==> src/rtl/bin_div_pkg.sv <==
// Shared definitions for the bin_div restoring divider.
//   bin_div_state_t : FSM encoding (IDLE, CALC, DONE)
//   DIV_WIDTH       : default divisor/quotient/remainder width
package bin_div_pkg;

  typedef enum logic [1:0] {
    IDLE = 2'd0,
    CALC = 2'd1,
    DONE = 2'd2
  } bin_div_state_t;

  localparam int unsigned DIV_WIDTH = 32;

endpackage

==> src/rtl/bin_div_step.sv <==
// One radix-2 restoring division step (purely combinational).
// Ports:
//   r       in   WIDTH  current partial remainder (always < divisor)
//   q_msb   in   1      next dividend bit shifted into the remainder
//   divisor in   WIDTH  divisor
//   r_next  out  WIDTH  partial remainder after this step
//   q_bit   out  1      quotient bit produced by this step
module bin_div_step #(
  parameter int unsigned WIDTH = 32
) (
  input  logic [WIDTH-1:0] r,
  input  logic             q_msb,
  input  logic [WIDTH-1:0] divisor,
  output logic [WIDTH-1:0] r_next,
  output logic             q_bit
);

  logic [WIDTH:0] t;

  always_comb begin
    t      = {r, q_msb};
    q_bit  = 1'b0;
    r_next = t[WIDTH-1:0];
    if (t >= {1'b0, divisor}) begin
      q_bit  = 1'b1;
      // True difference is < divisor, so it fits WIDTH bits and equals the
      // modulo-2^WIDTH difference of the low bits.
      r_next = t[WIDTH-1:0] - divisor;
    end
  end

endmodule

==> src/rtl/bin_div.sv <==
// Iterative radix-2 restoring unsigned divider: (2*WIDTH)-bit dividend by
// WIDTH-bit divisor, one quotient bit per clock, one operation in flight.
// Ports:
//   CLK          in   1          clock (rising edge)
//   rst_n        in   1          asynchronous active-low reset
//   in_valid     in   1          operands valid
//   in_ready     out  1          divider can accept (IDLE and out of reset)
//   dividend     in   2*WIDTH    unsigned dividend, sampled on accept
//   divisor      in   WIDTH      unsigned divisor, sampled on accept
//   out_valid    out  1          result valid (DONE)
//   out_ready    in   1          consumer takes result
//   quotient     out  WIDTH      quotient
//   remainder    out  WIDTH      remainder
//   div_by_zero  out  1          divisor was zero (qualified by out_valid)
//   overflow     out  1          quotient exceeds WIDTH bits (qualified by out_valid)
module bin_div
  import bin_div_pkg::*;
#(
  parameter int unsigned WIDTH = DIV_WIDTH
) (
  input  logic               CLK,
  input  logic               rst_n,
  input  logic               in_valid,
  output logic               in_ready,
  input  logic [2*WIDTH-1:0] dividend,
  input  logic [WIDTH-1:0]   divisor,
  output logic               out_valid,
  input  logic               out_ready,
  output logic [WIDTH-1:0]   quotient,
  output logic [WIDTH-1:0]   remainder,
  output logic               div_by_zero,
  output logic               overflow
);

  localparam int unsigned CW = $clog2(WIDTH + 1);

  bin_div_state_t   state, state_nx;
  logic [WIDTH-1:0] r_reg, r_nx;
  logic [WIDTH-1:0] q_reg, q_nx;
  logic [WIDTH-1:0] d_reg, d_nx;
  logic [CW-1:0]    count, count_nx;
  logic             dbz_reg, dbz_nx;
  logic             ovf_reg, ovf_nx;

  logic [WIDTH-1:0] step_r;
  logic             step_q;

  bin_div_step #(.WIDTH(WIDTH)) u_step (
    .r       (r_reg),
    .q_msb   (q_reg[WIDTH-1]),
    .divisor (d_reg),
    .r_next  (step_r),
    .q_bit   (step_q)
  );

  always_ff @(posedge CLK or negedge rst_n) begin
    if (!rst_n) begin
      state   <= IDLE;
      r_reg   <= '0;
      q_reg   <= '0;
      d_reg   <= '0;
      count   <= '0;
      dbz_reg <= 1'b0;
      ovf_reg <= 1'b0;
    end else begin
      state   <= state_nx;
      r_reg   <= r_nx;
      q_reg   <= q_nx;
      d_reg   <= d_nx;
      count   <= count_nx;
      dbz_reg <= dbz_nx;
      ovf_reg <= ovf_nx;
    end
  end

  always_comb begin
    state_nx = state;
    r_nx     = r_reg;
    q_nx     = q_reg;
    d_nx     = d_reg;
    count_nx = count;
    dbz_nx   = dbz_reg;
    ovf_nx   = ovf_reg;

    unique case (state)
      IDLE: begin
        if (in_valid) begin
          d_nx = divisor;
          if (divisor == '0) begin
            state_nx = DONE;
            dbz_nx   = 1'b1;
            q_nx     = '1;
            r_nx     = dividend[WIDTH-1:0];
          end else if (dividend[2*WIDTH-1:WIDTH] >= divisor) begin
            // Quotient would not fit WIDTH bits; this pre-check also keeps
            // the partial remainder below the divisor for every CALC step.
            state_nx = DONE;
            ovf_nx   = 1'b1;
            q_nx     = '1;
            r_nx     = '0;
          end else begin
            state_nx = CALC;
            r_nx     = dividend[2*WIDTH-1:WIDTH];
            q_nx     = dividend[WIDTH-1:0];
            count_nx = CW'(WIDTH);
          end
        end
      end
      CALC: begin
        r_nx     = step_r;
        q_nx     = {q_reg[WIDTH-2:0], step_q};
        count_nx = count - 1'b1;
        if (count == CW'(1)) begin
          state_nx = DONE;
        end
      end
      DONE: begin
        if (out_ready) begin
          state_nx = IDLE;
          dbz_nx   = 1'b0;
          ovf_nx   = 1'b0;
        end
      end
      default: state_nx = IDLE;
    endcase
  end

  assign in_ready    = rst_n && (state == IDLE);
  assign out_valid   = (state == DONE);
  assign quotient    = q_reg;
  assign remainder   = r_reg;
  assign div_by_zero = dbz_reg;
  assign overflow    = ovf_reg;

endmodule

==> config.mk <==
export PLATFORM = sky130hd
export DESIGN_NAME = bin_div
export DESIGN_NICKNAME = d
export VERILOG_FILES = /design/src/rtl/bin_div_pkg.sv /design/src/rtl/bin_div_step.sv /design/src/rtl/bin_div.sv
export SDC_FILE = /design/constraint.sdc
export NUM_CORES = 1
export LEC_CHECK = 0
export ABC_AREA = 1
export ABC_CLOCK_PERIOD_IN_PS = 2200
export BUFFER_PORTS_ARGS = -buffer_cell sky130_fd_sc_hd__buf_2
export CAP_MARGIN = 30
export CORE_MARGIN = 1
export CORE_UTILIZATION = 52
export DETAILED_ROUTE_END_ITERATION = 6
export PLACE_DENSITY = 0.79
export SYNTH_ARGS = -nofsm -noshare
export SYNTH_HDL_FRONTEND = slang
export SYNTH_SLANG_ARGS = --single-unit
==> constraint.sdc <==
create_clock -name CLK -period 2.2 [get_ports CLK]
set_clock_uncertainty 0.05 [all_clocks]
set_input_delay 0.11 -clock CLK [delete_from_list [all_inputs] [get_ports CLK]]
set_output_delay 0.11 -clock CLK [all_outputs]
set_load 0.005 [all_outputs]
* Word level (Yosys, flattened, before mapping)
Index checks and enable logic that the tools add are counted.
** Operators by class
- $add $sub $neg :: 2
- Equality and inequality tests :: 10
- Magnitude comparators :: 2
- Muxes and demuxes :: 28
- Reduce and logical (&&, ||, !) cells :: 11
** Operators by type and width (number)
- 32-bit 2-to-1 mux :: 7
- 32-bit one-hot mux with 2 select lines :: 2
- 33-bit by 32-bit greater-or-equal comparator with 1-bit output :: 1
- 32-bit greater-or-equal comparator :: 1
- 32-bit zero test :: 1
- 32-bit subtractor :: 1
- 6-bit 2-to-1 mux :: 3
- 2-bit != test (second input constant) :: 6
- 6-bit one-hot mux with 2 select lines :: 1
- 2-bit 2-to-1 mux :: 5
- 4-bit AND reduction :: 2
- 1-bit 2-to-1 mux :: 7
- 6-bit by 1-bit equality test with 1-bit output (second input constant) :: 1
- 2-bit one-hot mux with 3 select lines :: 1
- 6-bit by 1-bit subtractor with 6-bit output (second input constant) :: 1
- 5-bit AND reduction :: 1
- 1-bit one-hot mux with 2 select lines :: 2
- 2-bit AND reduction :: 2
- 2-bit nonzero test :: 2
- 3-bit AND reduction :: 1
- 2-bit by 1-bit equality test with 1-bit output (second input constant) :: 1
- 2-bit equality test (second input constant) :: 1
- 2-bit zero test :: 1
- 2-bit by 1-bit != test with 1-bit output (second input constant) :: 1
- 1-bit logical AND :: 1
** Word-level totals
- Output and inout port bits :: 68
- Logic and storage cells :: 60
- Register bits :: 106

* Logic depth before layout (Yosys ltp)
Gate-level depths: netlist (run 1).
- Depth in word-level cells :: 5
- Mapped depth :: 19

* By module
From an unflattened synthesis (run 1), not the netlist that was laid out.
** Unflattened totals
- Cells, all modules :: 1580
- Area, all modules :: 9557.9 um2
** By module, submodules not included
- bin_div :: instances 1, cells an instance 933, area an instance 6397.4 um2
- bin_div_step :: instances 1, cells an instance 647, area an instance 3160.5 um2

* Least setup slack after synthesis (run 1)
No wires, ideal clock.
- Kind :: register -> register
- Start :: register r_reg[23] (netlist: remainder[23])
- End :: register r_reg[9] (netlist: remainder[9])
- Library setup time :: 0.113 ns
- Cell stages (with the launch flop) :: 15
- Buffers on the path :: 1
- Setup slack :: 0.079 ns
- Data arrival time :: 1.958 ns
- Period minus slack after synthesis :: 2.121 ns
- Path through :: dfrtp_1 ha_1 nand2_1 inv_1 a21oi_1 nand2_2 nand2_2 nand3_2 nor2_4 nand2_8 buf_8 a21oi_1 nand3_1 nand2_1 inv_1
** On the way
- Longest elaborated chain between the ends :: 3
** Ends and longest elaborated chain
- from (decl) :: RTL line bin_div.sv:38 : logic [WIDTH-1:0] r_reg, r_nx;
- from (signal assigned) :: RTL line bin_div.sv:67 : r_reg <= r_nx;
- 33-bit by 32-bit greater-or-equal comparator with 1-bit output :: RTL line bin_div_step.sv:24 : if (t >= {1'b0, divisor}) begin
- 32-bit 2-to-1 mux :: RTL line bin_div_step.sv:24
- 32-bit one-hot mux with 2 select lines :: RTL line bin_div.sv:85 : unique case (state)
Every way passes these cells.
A chain may end at the register's enable or synchronous reset.

* Worst setup path in the final report (run 1)
- Start :: register d_reg[8]
- End :: register r_reg[10] (netlist: remainder[10])
** On the way
- Longest elaborated chain between the ends :: 3
- Elaborated cells between the ends (all ways) :: 4
** Ends and longest elaborated chain
- from (decl) :: RTL line bin_div.sv:40 : logic [WIDTH-1:0] d_reg, d_nx;
- from (signal assigned) :: RTL line bin_div.sv:69 : d_reg <= d_nx;
- 32-bit subtractor / 33-bit by 32-bit greater-or-equal comparator with 1-bit output (equally long branches) :: RTL line bin_div_step.sv:28, bin_div_step.sv:24
- 32-bit 2-to-1 mux (*) :: RTL line bin_div_step.sv:24
- 32-bit one-hot mux with 2 select lines (*) :: RTL line bin_div.sv:85
Mark *: on every way between the ends. The rest lies on a longest branch, timed or not.

==> results of run 1 <==
[power groups by stage]
stage               registers [mW]  logic [mW]  clock network (mW)
global route                  3.73        21.8                1.93
floorplan                     3.52        8.91                   0
finish                        3.66        20.3                1.89
detailed placement            3.46        14.9                   0
CTS                           3.58        17.0                1.87
global placement              3.43        14.7                   0
[logic make-up after synthesis]
| kind of cell | Yosys count | synth area share [%] |
|---|---|---|
| fa+ha+maj | 67 | 8.96 |
| buf+inv | 344 | 14.6 |
| xor+xnor | 1 | 0.0928 |
| compound gates | 223 | 12.5 |
| simple gates | 791 | 35.8 |
| flops | 106 | 28.1 |
[critical path: stages, from the launching register on]
cell and delay [ns]:
dfrtp_1 0.38, inv_2 0.15, ha_4 0.26, nand2_1 0.08
nand2_1 0.07, inv_1 0.08, nand2_2 0.08, inv_2 0.07
nand3_4 0.09, nand2_4 0.08, nand2_4 0.07, nand2_8 0.12
buf_12 0.12, nand2_8 0.09, nor2_4 0.20, nand2_1 0.11
nand3_1 0.11, nand2_1 0.10, inv_1 0.08
[layer usage]
| layer | vias up | global-route usage [%] | share of wire [%] |
|---|---|---|---|
| met3 | 183 | 6.89 | 11 |
| met4 | 2 | 17.9 | 5.0 |
| met2 | 824 | 64.3 | 46 |
| met1 | 5528 | 49.9 | 38 |
| li1 | 5549 | - | - |
| met5 | - | 0 | 0.029 |
[repair_timing]
item,CTS,global route
gates cloned,4,1
endpoints found under the setup margin,33,61
hold endpoints to repair,166,0
pin swaps,56,117
resized for setup,113,148
buffers inserted,22,31
hold buffers,61,0
[final timing paths]
path,startpoint,end,slack [ns]
max,d_reg[8]$_DFFE_PN0P_,remainder[10]$_DFFE_PN0P_,-0.27
min,divisor[0],d_reg[0]$_DFFE_PN0P_,0.002
max reg2reg,d_reg[8]$_DFFE_PN0P_,remainder[10]$_DFFE_PN0P_,-0.27
min reg2reg,overflow$_DFFE_PN0P_,overflow$_DFFE_PN0P_,0.44
max in group asynchronous,rst_n,d_reg[22]$_DFFE_PN0P_,1.40
min in group asynchronous,rst_n,quotient[11]$_DFFE_PN0P_,0.32
[cell usage in the layout (no fill, tap or decap), types with 4 or more instances in the layout]
cell             n
o21ai_1          7
o21bai_1        12
dfrtp_1        106
nand2_4         20
nand4_1         37
nor2_2          17
nand2_2         67
a21oi_1         42
o21ai_0        136
nand2_1        436
nand2_8          4
nor2_4          19
dlygate4sd3_1   61
buf_2          166
ha_4            31
nand3_1         62
clkbuf_16        9
nand3b_1         4
o21a_1           5
nand3_2          8
ha_1            35
inv_2           38
buf_12           8
buf_4          183
inv_1          255
buf_6            4
or2_2           19
a21oi_2         12
nor2_1          88
[per-stage QoR]
| stage | hold WS (ns) | std cells | util [%] | power (mW) | setup slack [ns] |
|---|---|---|---|---|---|
| 4_1_cts | 0.00133 | 2126 | 74.9 | 22.4 | -0.00950 |
| 6_report | 0.00192 | 2156 | 79.3 | 25.8 | -0.266 |
| 5_1_grt | 0.0174 | 2156 | 79.3 | 27.4 | -0.306 |
| 3_5_place_dp | 0.189 | 2025 | 65.3 | 18.4 | -0.202 |
| 2_1_floorplan | -0.236 | 1532 | - | 12.4 | 0.0791 |
| 3_3_place_gp | 0.182 | 2025 | 65.3 | 18.1 | -0.181 |
[cell type report]
class                           instances  area (sq um)
Timing Repair Buffer                  425          3070
Tap cell                              225           282
Sequential cell                       106          2650
Multi-Input combinational cell       1087          6440
Fill cell                            1198          3640
Inverter                              298          1130
Clock inverter                          6          98.8
Clock buffer                            9           225
==> results by group, run 1 <==
Placed design
  • PortBufs: 167
  • Detailed Place HPWL: 25700 um
  • Area after DPL: 0.0114 sq mm
  • Global placement routability congestion: 0.995

Timing
  • Fin crit period: 2.47 ns
  • Hold Fails Final Rpt: 0
  • Post-route setup slack: -0.266 ns
  • RSZ-0062 raised after global routing: true
  • Final setup viols: 33
  • Final period util: 112%
  • Relative slew slack: 40.2%
  • Max-slew violations: 0
  • Max Freq: 406 MHz
  • Worst slew pin tran: 0.897 ns
  • Fin Setup TNS: -2.98 ns

Power and ir drop
  • Max VDD drop: 0.00102 V
  • Logic gate share of total power: 78.5%
  • Sw Share: 51.3%
  • Power per cell area: 1860 mW/mm^2
  • Psw: 13.2 mW
  • Pleak: 7.65 nW
  • Clock power frac: 7.3%
  • Pint: 12.6 mW
  • Sequential fraction of design power: 14.2%

Detailed routing
  • DRC: 0
  • Drt first pass iters: 6
  • WL per Instance: 17.9 um
  • Routed Antenna Nets: 0
  • Via count: 12.1k
  • Initial DRC count: 1304
  • Vias per inst: 5.61
  • Final WL: 38500 um

Critical path
  • CP required: 2.47 ns
  • Crit end category: register
  • Crit path launch type: register
  • Arrival @ worst endpoint: 2.73 ns
  • CP max FO: 7
  • Crit path kind: reg -> reg
  • FF-to-FF path depth: 18

GRT
  • Largest net degree at the start of global routing: 75
  • First-pass GRT wire length: 55700 um
  • All-Layer GR Usage: 39.1%
  • Grt ovf: 0
  • Vias in the first global route: 11.0k
  • Initial antenna violation count: 1

Synthesis
  • Post-synthesis cell type count: 44
  • Register bit total from synthesis: 106
  • Yosys warns: 0
  • Synth area leader: dfrtp_1
  • Synth cell count leaders: nand2_1, inv_1, o21ai_0, nor2_1, dfrtp_1
  • Sequential share of the synthesized area: 28.1%
  • Cells after Synth: 1532
  • Largest cells by area after synthesis: dfrtp_1, nand2_1, inv_1, ha_1, o21ai_0
  • Synth Flop Type: dfrtp_1
  • Post-synth EDFFs: 0
  • Cell with the most instances after synthesis: nand2_1
  • Async set or reset register ratio after synthesis: 100%
  • Net Count, Synth: 1699
  • Syn Area/Cell: 6.16 sq um
  • Mapped cell area: 0.00944 sq mm
  • Top-area cell type share of the netlist area: 28.1%

Die
  • CORE AREA: 0.0175 sq mm
  • IO Pins: 168
  • Die ar.: 0.0187 sq mm
  • Chip Height: 137 um
  • Rows: 48
  • Initial core utilization: 53.8%
  • Die width: 137 um

Outcome
  • Failing checks: negative setup slack
  • Outcome: complete, but fails checks

Layout
  • Post-layout net count: 2094
  • # diodes: 0
  • Fraction of layout cells with a size suffix above 1: 32.9%
  • Design Area, Final: 0.0139 sq mm
  • Layout area overhead: 47.3%

Clocking
  • Clock H-tree levels: 3
  • Num CTS Buffers: 9
  • CTS tree: done
  • Clock Latency Late Sink: 0.38 ns
  • Clk pin slew, worst setup/hold paths: 0.08 ns
  • Clock Tree Buf Depth: 2
  • CTS Root Cell: clkbuf_16
  • Clock sinks: 106

Flow run
  • # Max-Cap Violations: 0

Hold path
  • Hold Crit Depth: 3
  • Min-Delay Path Class: in -> reg
Note: power is estimated with default switching activity, not from simulation.
==> run 2, diff against run 1 <==
--- a/config.mk
+++ b/config.mk
@@ -9,6 +9,7 @@
 export ABC_CLOCK_PERIOD_IN_PS = 2200
 export BUFFER_PORTS_ARGS = -buffer_cell sky130_fd_sc_hd__buf_2
 export CAP_MARGIN = 30
+export CORE_ASPECT_RATIO = 0.9
 export CORE_MARGIN = 1
 export CORE_UTILIZATION = 52
 export DETAILED_ROUTE_END_ITERATION = 6
==> results by group, run 2 (synthesized netlist as in run 1, its figures left out) <==
Layout
  • Post-Route Utilization: 77.1% (-2.2 points)
  • # diodes: 0 (unchanged)
  • Non-Filler Instances: 2168 (+0.56%)
  • Fraction of layout cells with a size suffix above 1: 31.4% (-1.6 points)
  • Post-layout net count: 2090 (-0.19%)
  • Most frequent cells in the layout: nand2_1, inv_1, buf_4
  • Most common cell after layout, fill and taps aside: nand2_1
  • Design Area, Final: 0.0136 sq mm (-2.0%)
  • Layout area overhead: 44.3%

Flow run
  • # Max-Cap Violations: 0 (unchanged)

Power and ir drop
  • Pleak: 7.56 nW (-1.2%)
  • Max VDD drop: 0.000702 V (-31%)
  • Power per cell area: 1810 mW/mm^2 (-2.6%)

Critical path
  • Reg2Reg Setup Slack: -0.14 ns (+0.12 ns)
  • CP peak stage delay: 0.43 ns (+0.05 ns)
  • WP depth: 16 (-2)
  • Crit path kind: reg -> reg
  • CP Cell Sequence: ha_4 > nand2_1 > nand2_1 > nand2_1 > nand2_1 > nand2_1 > nand3_2 > nand2_2 > nand2_2 > nand2_4 > inv_2 > nor2_4 > nor2_1 > nor2_1 > nor2_1 > nor2_1
  • CP most frequent cell: nand2_1
  • Worst R2R Start: remainder[1]$_DFFE_PN0P_
  • Crit path launch type: register
  • Crit end category: register
  • Critical path destination: remainder[28]$_DFFE_PN0P_
  • CP max FO: 5 (-2)
  • RR Endpoint: remainder[28]$_DFFE_PN0P_
  • Worst path bufs/invs: 1 (-4)
  • Arrival @ worst endpoint: 2.59 ns (-0.14 ns)
  • CP top delay family: simple AND/OR/NAND/NOR gates
  • CP max-delay cell: dfrtp_1
  • CP startpoint: remainder[1]$_DFFE_PN0P_
  • CP required: 2.45 ns (-0.02 ns)
  • FF-to-FF path depth: 16 (-2)

Timing
  • Max Freq: 427 MHz (+5.2%)
  • Relative slew slack: 36.7% (-3.5 points)
  • RSZ-0062 raised after global routing: true
  • Final setup viols: 33 (unchanged)
  • Post-route setup slack: -0.144 ns (+0.122 ns)
  • Hold Fails Final Rpt: 1 (+1)
  • Max-slew violations: 0 (unchanged)
  • Fin crit period: 2.34 ns (-0.122 ns)
  • Final period util: 107% (-5.5 points)
  • Worst slew pin tran: 0.949 ns (+0.0523 ns)
  • WHS: -0.00163 ns (-0.00355 ns)

GRT
  • Largest net degree at the start of global routing: 63 (-16%)
  • Met1 Resource Use GR: 51.2% (+1.3 points)
  • M3 GR Usage: 8.95% (+2.1 points)
  • Vias in the first global route: 11.3k (+2.5%)
  • Met2 Resource Use GR: 64.9% (+0.58 points)
  • Grt ovf: 0 (unchanged)
  • Initial antenna violation count: 1 (unchanged)
  • All-Layer GR Usage: 39.7% (+0.55 points)
  • First-pass GRT wire length: 56900 um (+2.2%)
  • Gr busiest metal: met2

Clocking
  • Clk pin slew, worst setup/hold paths: 0.09 ns (about the same)
  • CTS tree: done
  • Clock Tree Buf Depth: 2 (unchanged)
  • Clock sinks: 106 (unchanged)
  • Num CTS Buffers: 9 (unchanged)
  • CTS Root Cell: clkbuf_16
  • Clock Latency Late Sink: 0.37 ns (about the same)
  • Clock H-tree levels: 3 (unchanged)

Outcome
  • Outcome: complete, but fails checks
  • Failing checks: negative hold slack, negative setup slack

Placed design
  • Global placement routability congestion: 0.988 (-0.70%)
  • Pre-CTS WS: -0.267 ns (-0.0649 ns)
  • Area after DPL: 0.0116 sq mm (+1.2%)
  • Dpl cells: 2053 (+1.4%)
  • Detailed Place HPWL: 26500 um (+2.8%)
  • PortBufs: 167 (unchanged)

Detailed routing
  • Vias per inst: 5.40 (-3.7%)
  • Routed Antenna Nets: 0 (unchanged)
  • WL per Instance: 17.1 um (-4.5%)
  • Final WL: 37000 um (-3.9%)
  • Via count: 11.7k (-3.2%)
  • DRC: 0 (unchanged)
  • Drt first pass iters: 6 (unchanged)
  • Initial DRC count: 1117 (-14%)

Die
  • Die ar.: 0.0187 sq mm (about the same)
  • Chip Height: 130 um (-5.1%)
  • Rows: 46 (-4.2%)
  • CORE AREA: 0.0177 sq mm (+0.76%)
  • IO Pins: 168 (unchanged)
  • Initial core utilization: 53.4% (-0.40 points)
  • Die width: 144 um (+5.3%)

Hold path
  • Min-Delay Path Class: in -> reg
-- run 2: cell count changes in the layout (fill, tap and decap cells not counted), sizes merged --
cell         previous run  this run
nand2                 527       526
bufinv                  2         0
buf                   364       362
clkinvlp                2         1
inv                   298       302
dlygate4sd3            61        60
-- run 2: area by class of cell --
type                       instances  area [sq um]
clock inverter                     7          77.6
fill                            1316          4050
inverter                         298          1120
sequential                       106          2660
multi-input combinational       1086          6200
timing repair buffer             422          3040
tap                              240           300
clock buffer                       9           225
-- run 2: metrics by stage --
| step | power (mW) | TNS, ns |
|---|---|---|
| floorplan | 12.4 | 0 |
| global placement | 18.5 | -3.67 |
| detailed placement | 18.8 | -5.17 |
| CTS | 22.8 | -0.426 |
| global route | 26.4 | -5.50 |
| finish | 24.6 | -1.83 |
-- run 2: timing repair --
item	4_1_cts	5_1_grt
pin swaps	34	45
endpoints found under the setup margin	33	70
cloned	4	0
endpoints found under the hold margin	85	0
setup buffers	26	9
hold buffers	60	0
resized for setup	96	113
-- run 2: worst reg2reg max path, cell delays in order, from the launching register on --
cell	delay, ns
dfrtp_1	0.43
ha_4	0.28
nand2_1	0.08
nand2_1	0.10
nand2_1	0.12
nand2_1	0.07
nand2_1	0.07
nand3_2	0.07
nand2_2	0.08
nand2_2	0.07
nand2_4	0.14
inv_2	0.10
nor2_4	0.19
nor2_1	0.08
nor2_1	0.16
nor2_1	0.09
nor2_1	0.10
-- run 2: worst min path at each step --
| stage | slack (ns) | depth (start not counted) | from | end |
|---|---|---|---|---|
| 3_3_place_gp | 0.03 | 1 | rst_n | quotient[12]$_DFFE_PN0P_ |
| 3_5_place_dp | 0.04 | 1 | rst_n | quotient[8]$_DFFE_PN0P_ |
| 6_report | -0.002 | 3 | dividend[20] | quotient[20]$_DFFE_PN0P_ |
| 2_1_floorplan | -0.24 | 0 | rst_n | count[0]$_DFFE_PN0P_ |
| 4_1_cts | 0.0001 | 3 | dividend[20] | quotient[20]$_DFFE_PN0P_ |
| 5_1_grt | 0.005 | 3 | dividend[20] | quotient[20]$_DFFE_PN0P_ |
-- run 2: report_power, final --
group | internal (mW) | switching (mW) | leakage [nW] | total (mW)
clock | 0.819 | 0.932 | 0.147 | 1.75
combinational | 8.34 | 10.9 | 6.14 | 19.2
sequential | 2.94 | 0.718 | 1.28 | 3.65
total | 12.1 | 12.5 | 7.56 | 24.6
-- run 2: metal layers --
| layer | vias to the layer above | part of all wire (%) |
|---|---|---|
| met2 | 662 | 46 |
| met4 | 2 | 3.2 |
| met5 | - | 0.022 |
| met3 | 104 | 11 |
| met1 | 5396 | 40 |
| li1 | 5539 | - |
==> run 3, diff against run 2 <==
--- a/config.mk
+++ b/config.mk
@@ -7,13 +7,15 @@
 export LEC_CHECK = 0
 export ABC_AREA = 1
 export ABC_CLOCK_PERIOD_IN_PS = 2200
-export BUFFER_PORTS_ARGS = -buffer_cell sky130_fd_sc_hd__buf_2
 export CAP_MARGIN = 30
 export CORE_ASPECT_RATIO = 0.9
 export CORE_MARGIN = 1
-export CORE_UTILIZATION = 52
+export CORE_UTILIZATION = 59
 export DETAILED_ROUTE_END_ITERATION = 6
+export DONT_BUFFER_PORTS = 1
 export PLACE_DENSITY = 0.79
+export RECOVER_POWER = 25
 export SYNTH_ARGS = -nofsm -noshare
 export SYNTH_HDL_FRONTEND = slang
+export SYNTH_HIERARCHICAL = 1
 export SYNTH_SLANG_ARGS = --single-unit
==> results by group, run 3 <==
Synthesis
  • Post-synth EDFFs: 0 (unchanged)
  • Post-synthesis xor/xnor area fraction: 1.37% (+1.3 points)
  • Synth area leader: nand2_1
  • Syn Area/Cell: 6.05 sq um (-1.8%)
  • Register bit total from synthesis: 106 (unchanged)
  • Cells after Synth: 1580 (+3.1%)
  • Yosys warns: 6 (+6)
  • Post-synthesis cell type count: 37 (-16%)
  • Mapped cell area: 0.00956 sq mm (+1.3%)
  • Sequential share of the synthesized area: 27.8% (-0.35 points)
  • Top-area cell type share of the netlist area: 29.6% (+1.5 points)
  • Adder-cell share of the synthesized area: 8.85% (-0.11 points)
  • Cell with the most instances after synthesis: nand2_1
  • Synth Area in Simple Gates: 44.3% (+8.5 points)
  • Net Count, Synth: 1747 (+2.8%)
  • Largest cells by area after synthesis: nand2_1, dfrtp_1, ha_1, inv_1, nor2_1
  • Async set or reset register ratio after synthesis: 100% (unchanged)
  • Mux share of post-synthesis cell area: 0% (unchanged)
  • Synth Flop Type: dfrtp_1
  • Synth cell count leaders: nand2_1, inv_1, dfrtp_1, nor2_1, ha_1
  • Complex-gate fraction of the synthesized area: 6.13% (-6.4 points)
  • Main combinational cell family by area after synthesis: simple AND/OR/NAND/NOR gates

GRT
  • Met1 Resource Use GR: 54.4% (+3.1 points)
  • M3 GR Usage: 12.3% (+3.3 points)
  • Initial antenna violation count: 0 (-1)
  • Largest net degree at the start of global routing: 108 (+71%)
  • First-pass GRT wire length: 54300 um (-4.5%)
  • All-Layer GR Usage: 42.4% (+2.7 points)
  • Met2 Resource Use GR: 67.3% (+2.4 points)
  • Grt ovf: 0 (unchanged)
  • Vias in the first global route: 10.7k (-5.2%)
  • Gr busiest metal: met2

Power and ir drop
  • Logic gate share of total power: 76.2% (-1.9 points)
  • Psw: 12.1 mW (-3.2%)
  • Sw Share: 52.2% (+1.2 points)
  • Max VDD drop: 0.00106 V (+51%)
  • Clock power frac: 7.7% (+0.6 points)
  • Pint: 11.1 mW (-7.9%)
  • Power per cell area: 1840 mW/mm^2 (+1.5%)
  • Total power: 23.3 mW (-5.5%)
  • Sequential fraction of design power: 16.1% (+1.3 points)
  • Pleak: 7.11 nW (-6.1%)

Critical path
  • Crit path kind: reg -> reg
  • Crit end category: register
  • CP most frequent cell: nand2_1
  • CP max FO: 11 (+6)
  • CP top delay family: simple AND/OR/NAND/NOR gates
  • RR Endpoint: remainder[4]$_DFFE_PN0P_
  • Crit path launch type: register
  • CP max-delay cell: dfrtp_1
  • Worst path bufs/invs: 2 (+1)
  • WP depth: 16 (unchanged)
  • CP startpoint: d_reg[6]$_DFFE_PN0P_
  • CP required: 2.41 ns (-0.04 ns)
  • CP Cell Sequence: inv_2 > ha_4 > nand2_1 > nor2_2 > nand2_1 > nor3_2 > nand2_1 > nand2_2 > nor2_4 > buf_6 > nand3_1 > nand2_2 > nand2_2 > nand2_1 > nand2_1 > nand2_1
  • Arrival @ worst endpoint: 2.73 ns (+0.14 ns)
  • FF-to-FF path depth: 16 (unchanged)
  • Worst R2R Start: d_reg[6]$_DFFE_PN0P_
  • CP peak stage delay: 0.40 ns (-0.03 ns)
  • Critical path destination: remainder[4]$_DFFE_PN0P_
  • Reg2Reg Setup Slack: -0.32 ns (-0.17 ns)

Placed design
  • Global placement routability congestion: 1.04 (+5.2%)
  • PortBufs: 0 (-100%)
  • Detailed Place HPWL: 23700 um (-10%)
  • Area after DPL: 0.0106 sq mm (-8.9%)
  • Pre-CTS WS: -0.233 ns (+0.0339 ns)

Timing
  • Fin crit period: 2.52 ns (+0.173 ns)
  • Final setup viols: 32 (-3.0%)
  • Worst slew pin tran: 0.457 ns (-0.492 ns)
  • RSZ-0062 raised after global routing: true
  • Max Freq: 397 MHz (-6.9%)
  • Final period util: 114% (+7.8 points)
  • Hold Fails Final Rpt: 106 (+105)
  • Post-route setup slack: -0.317 ns (-0.173 ns)
  • Max-slew violations: 0 (unchanged)
  • WHS: -0.625 ns (-0.624 ns)
  • Relative slew slack: 69.6% (+33 points)

Die
  • Initial core utilization: 61.3% (+7.8 points)
  • Chip Height: 123 um (-5.4%)
  • IO Pins: 168 (unchanged)
  • CORE AREA: 0.0156 sq mm (-12%)
  • Die ar.: 0.0167 sq mm (-11%)
  • Die width: 136 um (-5.5%)
  • Rows: 43 (-6.5%)

Clocking
  • CTS Root Cell: clkbuf_16
  • Num CTS Buffers: 9 (unchanged)
  • Clock Tree Buf Depth: 2 (unchanged)
  • Clk pin slew, worst setup/hold paths: 0.08 ns (about the same)
  • Clock Latency Late Sink: 0.37 ns (about the same)
  • Clock H-tree levels: 3 (unchanged)
  • CTS tree: done
  • Hold buffers post-CTS: 84 (+40%)
  • Clock sinks: 106 (unchanged)

Detailed routing
  • Routed Antenna Nets: 0 (unchanged)
  • Vias per inst: 5.87 (+8.7%)
  • Via count: 11.6k (-0.95%)
  • Final WL: 36800 um (-0.53%)
  • DRC: 44 (+44)
  • WL per Instance: 18.6 um (+9.2%)
  • Drt first pass iters: 7 (+1)
  • Initial DRC count: 1468 (+31%)

Layout
  • Fillers: 1028 (-22%)
  • Most frequent cells in the layout: nand2_1, inv_1, buf_4
  • Post-layout net count: 1935 (-7.4%)
  • Design Area, Final: 0.0127 sq mm (-6.9%)
  • Post-Route Utilization: 81.3% (+4.2 points)
  • Layout area overhead: 32.6%
  • Fraction of layout cells with a size suffix above 1: 20.4% (-11 points)
  • Most common cell after layout, fill and taps aside: nand2_1

Flow run
  • # Max-Cap Violations: 0 (unchanged)

Outcome
  • Outcome: complete, but fails checks
  • Failing checks: design-rule violations, negative hold slack, negative setup slack

Hold path
  • Min-Delay Path Class: in -> async
run 3: area by class of cell:
type	count	area, sq um	area share, %
diodes	1	2.50	0.0197
clock buffers	10	239	1.88
clock inverters	5	72.6	0.572
inverters	210	798	6.30
multi-input cells	1205	6560	51.8
flip-flops and latches	106	2650	20.9
well taps	202	253	1.99
repair buffers	236	2100	16.5
run 3: power by group through the flow:
stage	clock [mW]	combinational, mW	sequential [mW]
6_report	1.79	17.7	3.75
5_1_grt	1.84	19.0	3.84
4_1_cts	1.77	15.4	3.69
3_5_place_dp	0	13.7	3.59
3_3_place_gp	0	13.4	3.56
2_1_floorplan	0	8.73	3.54
run 3: worst register-to-register path, delay by kind of cell, from the launching register on:
kind | cells | cell delay [ns]
fa+ha+maj | 1 | 0.29
buf+inv | 2 | 0.22
flops | 1 | 0.40
simple gates | 13 | 1.43
run 3: layer usage:
| layer | vias to the layer above | wire length, um |
|---|---|---|
| li1 | 5260 | - |
| met1 | 5319 | 14300 |
| met2 | 804 | 16300 |
| met3 | 209 | 4450 |
| met4 | 0 | 1800 |
| met5 | - | 0 |
run 3: through the flow:
stage          setup TNS (ns)  instances
2_1_floorplan               0       1580
3_3_place_gp            -3.92       1855
3_5_place_dp            -6.09       1855
4_1_cts               -0.0223       1967
5_1_grt                -11.42       1974
6_report                -4.50       1975
run 3: cell families after synthesis:
family,after synthesis
buffers and inverters,269
adder cells (fa/ha/maj),67
AO/OA/AOI/OAI,112
XOR/XNOR,15
AND/OR/NAND/NOR,1011
flip-flops,106
run 3: timing repair:
item | 4_1_cts | 5_1_grt
hold endpoints to repair | 191 | 106
setup buffers | 13 | 6
gates cloned | 0 | 1
endpoints found under the setup margin | 33 | 71
pin swaps | 17 | 49
resized for setup | 108 | 73
run 3: worst min-delay path by stage:
stage	cells after the start	slack, ns	end
CTS	0	-0.63	quotient[5]$_DFFE_PN0P_
finish	0	-0.63	quotient[5]$_DFFE_PN0P_
floorplan	0	-0.24	count[0]$_DFFE_PN0P_
global route	0	-0.63	quotient[5]$_DFFE_PN0P_
detailed placement	0	-0.23	quotient[4]$_DFFE_PN0P_
global placement	0	-0.23	quotient[4]$_DFFE_PN0P_
